==> config.mk <==
export PLATFORM = sky130hd
export DESIGN_NAME = and_gate
export DESIGN_NICKNAME = d
export VERILOG_FILES = /design/src/rtl/and_gate.sv
export SDC_FILE = /design/constraint.sdc
export NUM_CORES = 1
export LEC_CHECK = 0
export ABC_AREA = 0
export BUFFER_PORTS_ARGS = -buffer_cell sky130_fd_sc_hd__buf_2
export CAP_MARGIN = 10
export CORE_UTILIZATION = 30
export DETAILED_ROUTE_END_ITERATION = 10
export HOLD_SLACK_MARGIN = 0.1
export PLACE_DENSITY = 0.52
export SLEW_MARGIN = 30
export SYNTH_ARGS = -nofsm -noshare
export SYNTH_HDL_FRONTEND = slang
export SYNTH_SLANG_ARGS = --single-unit
==> constraint.sdc <==
create_clock -name clk -period 2.05 [get_ports clk]
set_clock_uncertainty 0.1 [all_clocks]
set_input_delay 0.41 -clock clk [delete_from_list [all_inputs] [get_ports clk]]
set_output_delay 0.41 -clock clk [all_outputs]
set_load 0.005 [all_outputs]
==> src/rtl/and_gate.sv <==
// Bitwise two-input AND cell with a registered copy of the result and a
// saturating counter of clock edges at which any result bit was high.
module and_gate #(
  parameter int WIDTH     = 1,
  parameter int CNT_WIDTH = 16
) (
  input  logic                 clk,
  input  logic                 rst,
  input  logic [WIDTH-1:0]     a,
  input  logic [WIDTH-1:0]     b,
  output logic [WIDTH-1:0]     c,
  output logic                 c_all,
  output logic                 c_any,
  output logic [WIDTH-1:0]     c_q,
  input  logic                 cnt_clr,
  output logic [CNT_WIDTH-1:0] hit_cnt
);

  // Continuous assigns keep the combinational outputs live with no clock
  // and propagate X/Z exactly as the & operator does.
  assign c     = a & b;
  assign c_all = &c;
  assign c_any = |c;

  always_ff @(posedge clk) begin
    if (rst) begin
      c_q <= '0;
    end else begin
      c_q <= c;
    end
  end

  // A clear wins over a hit on the same edge; the count sticks at all-ones.
  always_ff @(posedge clk) begin
    if (rst) begin
      hit_cnt <= '0;
    end else if (cnt_clr) begin
      hit_cnt <= '0;
    end else if (c_any && (hit_cnt != {CNT_WIDTH{1'b1}})) begin
      hit_cnt <= hit_cnt + 1'b1;
    end
  end

endmodule

# Word level (Yosys, flattened, before mapping)
# Index checks and enable logic that the tools add are counted.
dict set report classes {
  add_sub_neg 1
  n_eq_ne 1
  n_reduce_logical 2
  n_bitwise 1
}
# cell n
set ops {}
lappend ops {{16-bit by 1-bit adder with 16-bit output (second input constant)} 1}
lappend ops {{16-bit inequality test (second input constant)} 1}
lappend ops {{2-bit OR reduction} 1}
lappend ops {{1-bit bitwise AND} 1}
lappend ops {{1-bit logical AND} 1}
dict set report word_totals {
  in_bits 5
  out_inout_bits 20
  wordCells 7
  reg_bits 17
}

# Depth between registers and ports, before layout
# Gate-level depths: netlist of the first run.
dict set report depth {
  ltp_word 2
  depth_mapped 6
  depth_no_buf 5
}

# Worst setup path before layout of the first run
# Ideal clock, no wire load.
dict set report synth_timing {
  kind {register -> register}
  startpoint {reg hit_cnt[0]}
  endpoint {reg hit_cnt[3]}
  setup_ps 115
  path_buffers 1
  t_required_ps 1835
  t_arrival_ps 1559
  slack_ps 277
  path_stages_with_launch 7
  period_less_slack_ps 1773
  cell_sequence {dfxtp_1 ha_1 and4_4 and4_4 buf_4 o31a_1 o21a_1}
}
dict set report synth_via {
  elab_chain_cells 2
  word_cells_on_any_way 3
  cone_classes {add/sub (1); eq/ne (1); reduce/logical (1)}
}
# element line_no
set synth_rtl {}
lappend synth_rtl {{start, declared} 16} ;# output logic [CNT_WIDTH-1:0] hit_cnt
lappend synth_rtl {{start signal, assigned} 40} ;# hit_cnt <= hit_cnt + 1'b1;
lappend synth_rtl {{branches (longest 2 deep; another with 16-bit by 1-bit adder with 16-bit output)} --}
# Parallel ways; which one is timed is not known.
# A chain may end at the register's enable or synchronous reset.

# Worst setup path in the final report of the first run
dict set report layout_timing {
  startpoint {reg hit_cnt[0]}
  endpoint {reg hit_cnt[5]}
}
# The elaborated chain is that of the path after synthesis.

==> flow_metrics.env, run 1 <==
export IMPL_worstPathRequired_ps=2190
export IMPL_worst_endpoint_arrival_ps=1980
export IMPL_ys_types=33
export IMPL_rsz0062_at_grt="false"
export IMPL_vias=920
export IMPL_io_pins=25
export IMPL_fmax_ghz=0.542
export IMPL_drv_slew=0
export IMPL_gp_congestion=0.795
export IMPL_die_area_mm2=0.00332
export IMPL_drc=0
export IMPL_wl_per_cell_um=13.4
export IMPL_grt_pass1_wl_um=3660
export IMPL_htree_levels=1
export IMPL_ant_nets=0
export IMPL_clockRootBuffer="clkbuf_4"
export IMPL_syn_to_final_growth_pct=18.9
export IMPL_worstSetupPathType="reg -> reg"
export IMPL_synth_cells=110
export IMPL_power_density_mw_per_mm2=503
export IMPL_via_per_inst=5.54
export IMPL_grt_pass1_vias=793
export IMPL_overflow=0
export IMPL_dr_pass1_iters=4
export IMPL_synthesis_area_um2=927
export IMPL_cts_made_buffers=3
export IMPL_worst_pin_slew_ps=537
export IMPL_synth_edff_count=0
export IMPL_drt_met1_wl_um=1170
export IMPL_synth_top_flop_cell="dfxtp_1"
export IMPL_p_leak_nw=0.457
export IMPL_cp_max_fo=12
export IMPL_hpwlAfterDp_um=1660
export IMPL_vdd_ir_drop_max_uv=363
export IMPL_crit_path_end_kind="flip-flop"
export IMPL_setup_violations_final=0
export IMPL_grt_max_degree=13
export IMPL_clk_pin_slew_ps=100
export IMPL_cts_sinks=17
export IMPL_insertion_delay_ps=300
export IMPL_min_period_ps=1840
export IMPL_ys_seq_area_share_pct=36.7
export IMPL_wl_met2_um=953
export IMPL_die_y_um=57.6
export IMPL_route_met3_wl_um=87
export IMPL_grt_antenna_before_repair=0
export IMPL_postCtsSetupBuffers=0
export IMPL_yosysWarnings=0
export IMPL_cp_start_kind="flip-flop"
export IMPL_synth_avg_cell_area_um2=8.43
export IMPL_fill_cells=298
export IMPL_synthArstFlopShare_pct=0
export IMPL_syn_nets=116
export IMPL_layout_nets=142
export IMPL_cts_tree="done"
export IMPL_fin_crit_sh_pct=89.9
export IMPL_tns_ps=0
export IMPL_core_area_mm2=0.00285
export IMPL_maxCapViolCount=0
export IMPL_fin_util_pct=38.6
export IMPL_ys_seq_elements=17
export IMPL_wl_um=2230
export IMPL_cts_buffer_depth=2
export IMPL_diodes=0
export IMPL_drt_iter0_drc=28
export IMPL_hold_violations=0
export IMPL_row_count=19
export IMPL_holdBufCountCts=0
export IMPL_cts_resized=0
export IMPL_fp_dieW_um=57.6
export IMPL_layout_cells_non_filler=166
export IMPL_initial_core_util_pct=32.5
export IMPL_track_usage_pct=14.4
export IMPL_dp_cells=162
export IMPL_io_buffers=24
export IMPL_highest_layer="met4"
export IMPL_slew_limit_headroom_pct=63.9
export IMPL_drive_gt1_share_pct=26.7
export IMPL_status="complete, no violations"
export IMPL_hp_class="in -> reg"
## stage by stage
stage / worst slack [ps] / power [mW] / cell area, µm² / hold WS, ps
2_1_floorplan: 277 / 0.360 / 927 / 380
5_1_grt: 129 / 0.581 / 1100 / 214
3_3_place_gp: 255 / 0.376 / 1070 / 396
6_report: 206 / 0.554 / 1100 / 220
4_1_cts: 199 / 0.560 / 1100 / 219
3_5_place_dp: 226 / 0.375 / 1070 / 415
## per-layer routing
| metal | global-route usage (%) | vias up |
|---|---|---|
| met5 | 0 | - |
| met1 | 18.9 | 425 |
| met3 | 4.99 | 2 |
| met2 | 22.9 | 16 |
| li1 | - | 477 |
| met4 | 3.14 | 0 |
## cell type report
| cell class | count | area [µm²] | area share, % |
|---|---|---|---|
| clock inverters | 1 | 5.00 | 0.454 |
| flip-flops and latches | 17 | 340 | 30.9 |
| multi-input cells | 84 | 542 | 49.1 |
| clock buffers | 3 | 22.5 | 2.04 |
| repair buffers | 27 | 143 | 12.9 |
| inverters | 3 | 11.3 | 1.02 |
| well taps | 31 | 38.8 | 3.52 |
## logic make-up after synthesis
| family | count (synthesis) | synth area share (%) |
|---|---|---|
| AO/OA/AOI/OAI | 22 | 16.6 |
| flip-flops | 17 | 36.7 |
| adder cells (fa/ha/maj) | 1 | 1.35 |
| AND/OR/NAND/NOR | 58 | 37.2 |
| buffers and inverters | 9 | 4.86 |
| multiplexers | 3 | 3.24 |
## final timing paths
kind / to / startpoint / slack [ps] / cells past startpoint
hold reg to reg: hit_cnt[1] / hit_cnt[1] / 430 / 2
setup / recovery: hit_cnt[5] / hit_cnt[0] / 210 / 5
hold / removal: c_q / rst / 220 / 2
setup reg to reg: hit_cnt[5] / hit_cnt[0] / 210 / 5
## cells in the mapped netlist, types with 2 or more instances
cell / number / share of area (%)
a21oi_1: 4 / 2.2
a31oi_1: 2 / 1.3
a41o_1: 2 / 2.2
and3_1: 3 / 2.0
and4_1: 3 / 2.8
and4_4: 2 / 2.4
buf_4: 3 / 2.4
clkbuf_1: 3 / 1.2
dfxtp_1: 17 / 37
inv_1: 2 / 0.81
mux2i_1: 3 / 3.2
nand2_1: 14 / 5.7
nand3_1: 6 / 3.2
nand4_1: 5 / 3.4
nor2_1: 4 / 1.6
nor3_1: 4 / 2.2
nor4_1: 4 / 2.7
o211ai_1: 2 / 1.6
o21a_1: 2 / 1.6
o21ai_0: 4 / 2.2
o31a_1: 2 / 1.9
o31ai_1: 2 / 1.6
or3_1: 5 / 3.4
or4_1: 3 / 2.4
## critical path, cell delays in order (launching register included)
cell	delay, ps
dfxtp_1	360
ha_1	250
and4_4	230
and4_4	240
or4_1	460
a21oi_1	140
## power breakdown
| group | switching, mW | internal (mW) |
|---|---|---|
| Combinational | 0.0208 | 0.0138 |
| Sequential | 0.00119 | 0.332 |
| Clock | 0.114 | 0.0727 |
## sequential cells by signal (all words and copies together), names as in the netlist
signal and cells:
hit_cnt 16, c_q 1
## cells in the final DEF (no fill, tap or decap), drive strengths merged, types with 3 or more instances in the layout
| cell | Yosys | final |
|---|---|---|
| buf | 3 | 27 |
| dfxtp | 17 | 17 |
| nand2 | 14 | 14 |
| nand3 | 7 | 7 |
| nand4 | 5 | 5 |
| or3 | 5 | 5 |
| nor4 | 5 | 5 |
| and4 | 5 | 5 |
| nor2 | 4 | 4 |
| o21ai | 4 | 4 |
| a21oi | 4 | 4 |
| nor3 | 4 | 4 |
| and3 | 3 | 3 |
| or4 | 3 | 3 |
| mux2i | 3 | 3 |
| clkbuf | 3 | 3 |
| inv | 3 | 3 |
Note: power is estimated with default switching activity, not from simulation.
==> inputs of run 2 (changes only) <==
Settings changed: CORE_ASPECT_RATIO set to 0.7.
==> run 2 against run 1 <==
  * Final area rose by 2.3%
  * Highest routed layer unchanged
  * Critical path type unchanged
  * First-iteration DRC count decreased by 7.1%
  * Die area grew 0.11%
==> flow_metrics.env, run 2 (synthesis gave the netlist of run 1 again) <==
export IMPL_multi_input_area_um2=542
export IMPL_drc=0
export IMPL_io_buffers=24
export IMPL_htree_levels=1
export IMPL_dpl_worst_slack_ps=236
export IMPL_cts_tree="done"
export IMPL_row_count=16
export IMPL_hold_slack_ps=272
export IMPL_clk_pin_slew_ps=70
export IMPL_status="complete, no violations"
export IMPL_rsz0062_at_grt="false"
export IMPL_syn_to_final_growth_pct=21.6
export IMPL_fin_util_pct=39.4
export IMPL_wl_um=2330
export IMPL_worstPathRequired_ps=2130
export IMPL_drv_slew=0
export IMPL_hpwlAfterDp_um=1680
export IMPL_fmax_ghz=0.540
export IMPL_setup_violations_final=0
export IMPL_largest_register="hit_cnt"
export IMPL_maxCapViolCount=0
export IMPL_cp_start_kind="flip-flop"
export IMPL_vdd_ir_drop_max_uv=289
export IMPL_grt_antenna_before_repair=0
export IMPL_fp_dieW_um=68.4
export IMPL_power_density_mw_per_mm2=551
export IMPL_holdBufCountCts=0
export IMPL_initial_core_util_pct=32.4
export IMPL_cp_max_fo=12
export IMPL_rrSetupSlack_ps=200
export IMPL_fin_ws_ps=199
export IMPL_min_period_ps=1850
export IMPL_layout_nets=142
export IMPL_cts_made_buffers=3
export IMPL_overflow=0
export IMPL_hp_class="in -> reg"
export IMPL_diodes=0
export IMPL_grt_pass1_vias=793
export IMPL_via_per_inst=5.34
export IMPL_fin_crit_sh_pct=90.3
export IMPL_fill_cells=317
export IMPL_drive_gt1_share_pct=26.7
export IMPL_vias=913
export IMPL_p_total_mw=0.621
export IMPL_most_common_layout_cells="buf_2, dfxtp_1, nand2_1"
export IMPL_postCtsSetupBuffers=0
export IMPL_gp_congestion=0.766
export IMPL_tns_ps=0
export IMPL_grt_pass1_wl_um=3800
export IMPL_dr_pass1_iters=4
export IMPL_cts_sinks=17
export IMPL_ant_nets=0
export IMPL_reg_top3="hit_cnt: 16 flops, c_q: 1 flops"
export IMPL_worstSetupPathType="reg -> reg"
export IMPL_die_y_um=48.5
export IMPL_hold_violations=0
export IMPL_worst_pin_slew_ps=489
export IMPL_worst_endpoint_arrival_ps=1930
export IMPL_core_area_mm2=0.00286
export IMPL_insertion_delay_ps=250
export IMPL_slew_limit_headroom_pct=67.1
export IMPL_grt_max_degree=13
export IMPL_die_area_mm2=0.00332
export IMPL_clockRootBuffer="clkbuf_8"
export IMPL_largest_register_ffs=16
export IMPL_track_usage_pct=15.3
export IMPL_seq_area_um2=340
export IMPL_cts_buffer_depth=2
export IMPL_crit_path_end_kind="flip-flop"
export IMPL_cts_resized=0
export IMPL_io_pins=25
export IMPL_p_leak_nw=0.465
export IMPL_final_common_cell="buf_2"
export IMPL_wl_per_cell_um=13.6
export IMPL_drt_iter0_drc=26
==> run 2: cell counts in the layout (fill, tap and decap cells not counted) <==
No cell type changed its count.
==> run 2: stage by stage <==
stage / cells / area, µm²
floorplan: 110 / 927
global placement: 167 / 1080
detailed placement: 167 / 1080
CTS: 171 / 1130
global route: 171 / 1130
finish: 171 / 1130
==> run 2: layout make-up <==
class	count	area share, %
clock buffers	3	3.66
clock inverters	1	0.444
inverters	3	0.999
multi-input cells	84	48.1
flip-flops and latches	17	30.2
well taps	36	4.00
repair buffers	27	12.7
==> run 2: routing by layer <==
| metal | up-vias | track usage (%) | wire, µm |
|---|---|---|---|
| li1 | 471 | - | - |
| met1 | 423 | 22.8 | 1260 |
| met2 | 17 | 20.1 | 925 |
| met3 | 2 | 6.13 | 128 |
| met4 | 0 | 3.47 | 10 |
| met5 | - | 0 | 0 |
==> run 2: power by group <==
part	switching [mW]	internal [mW]
logic	0.0222	0.0139
registers	0.00126	0.332
clock network	0.118	0.135
==> run 2: worst max-delay path: stages, from the launching register on <==
cell     delay [ps]
dfxtp_1         350
ha_1            250
and4_4          230
and4_4          240
or4_1           470
a21oi_1         140
==> run 2: path summary, 6_finish.rpt <==
kind              startpoint         end  cells past startpoint
hold reg to reg   hit_cnt[7]  hit_cnt[7]                      2
setup / recovery  hit_cnt[0]  hit_cnt[5]                      5
hold / removal           rst         c_q                      2
setup reg to reg  hit_cnt[0]  hit_cnt[5]                      5
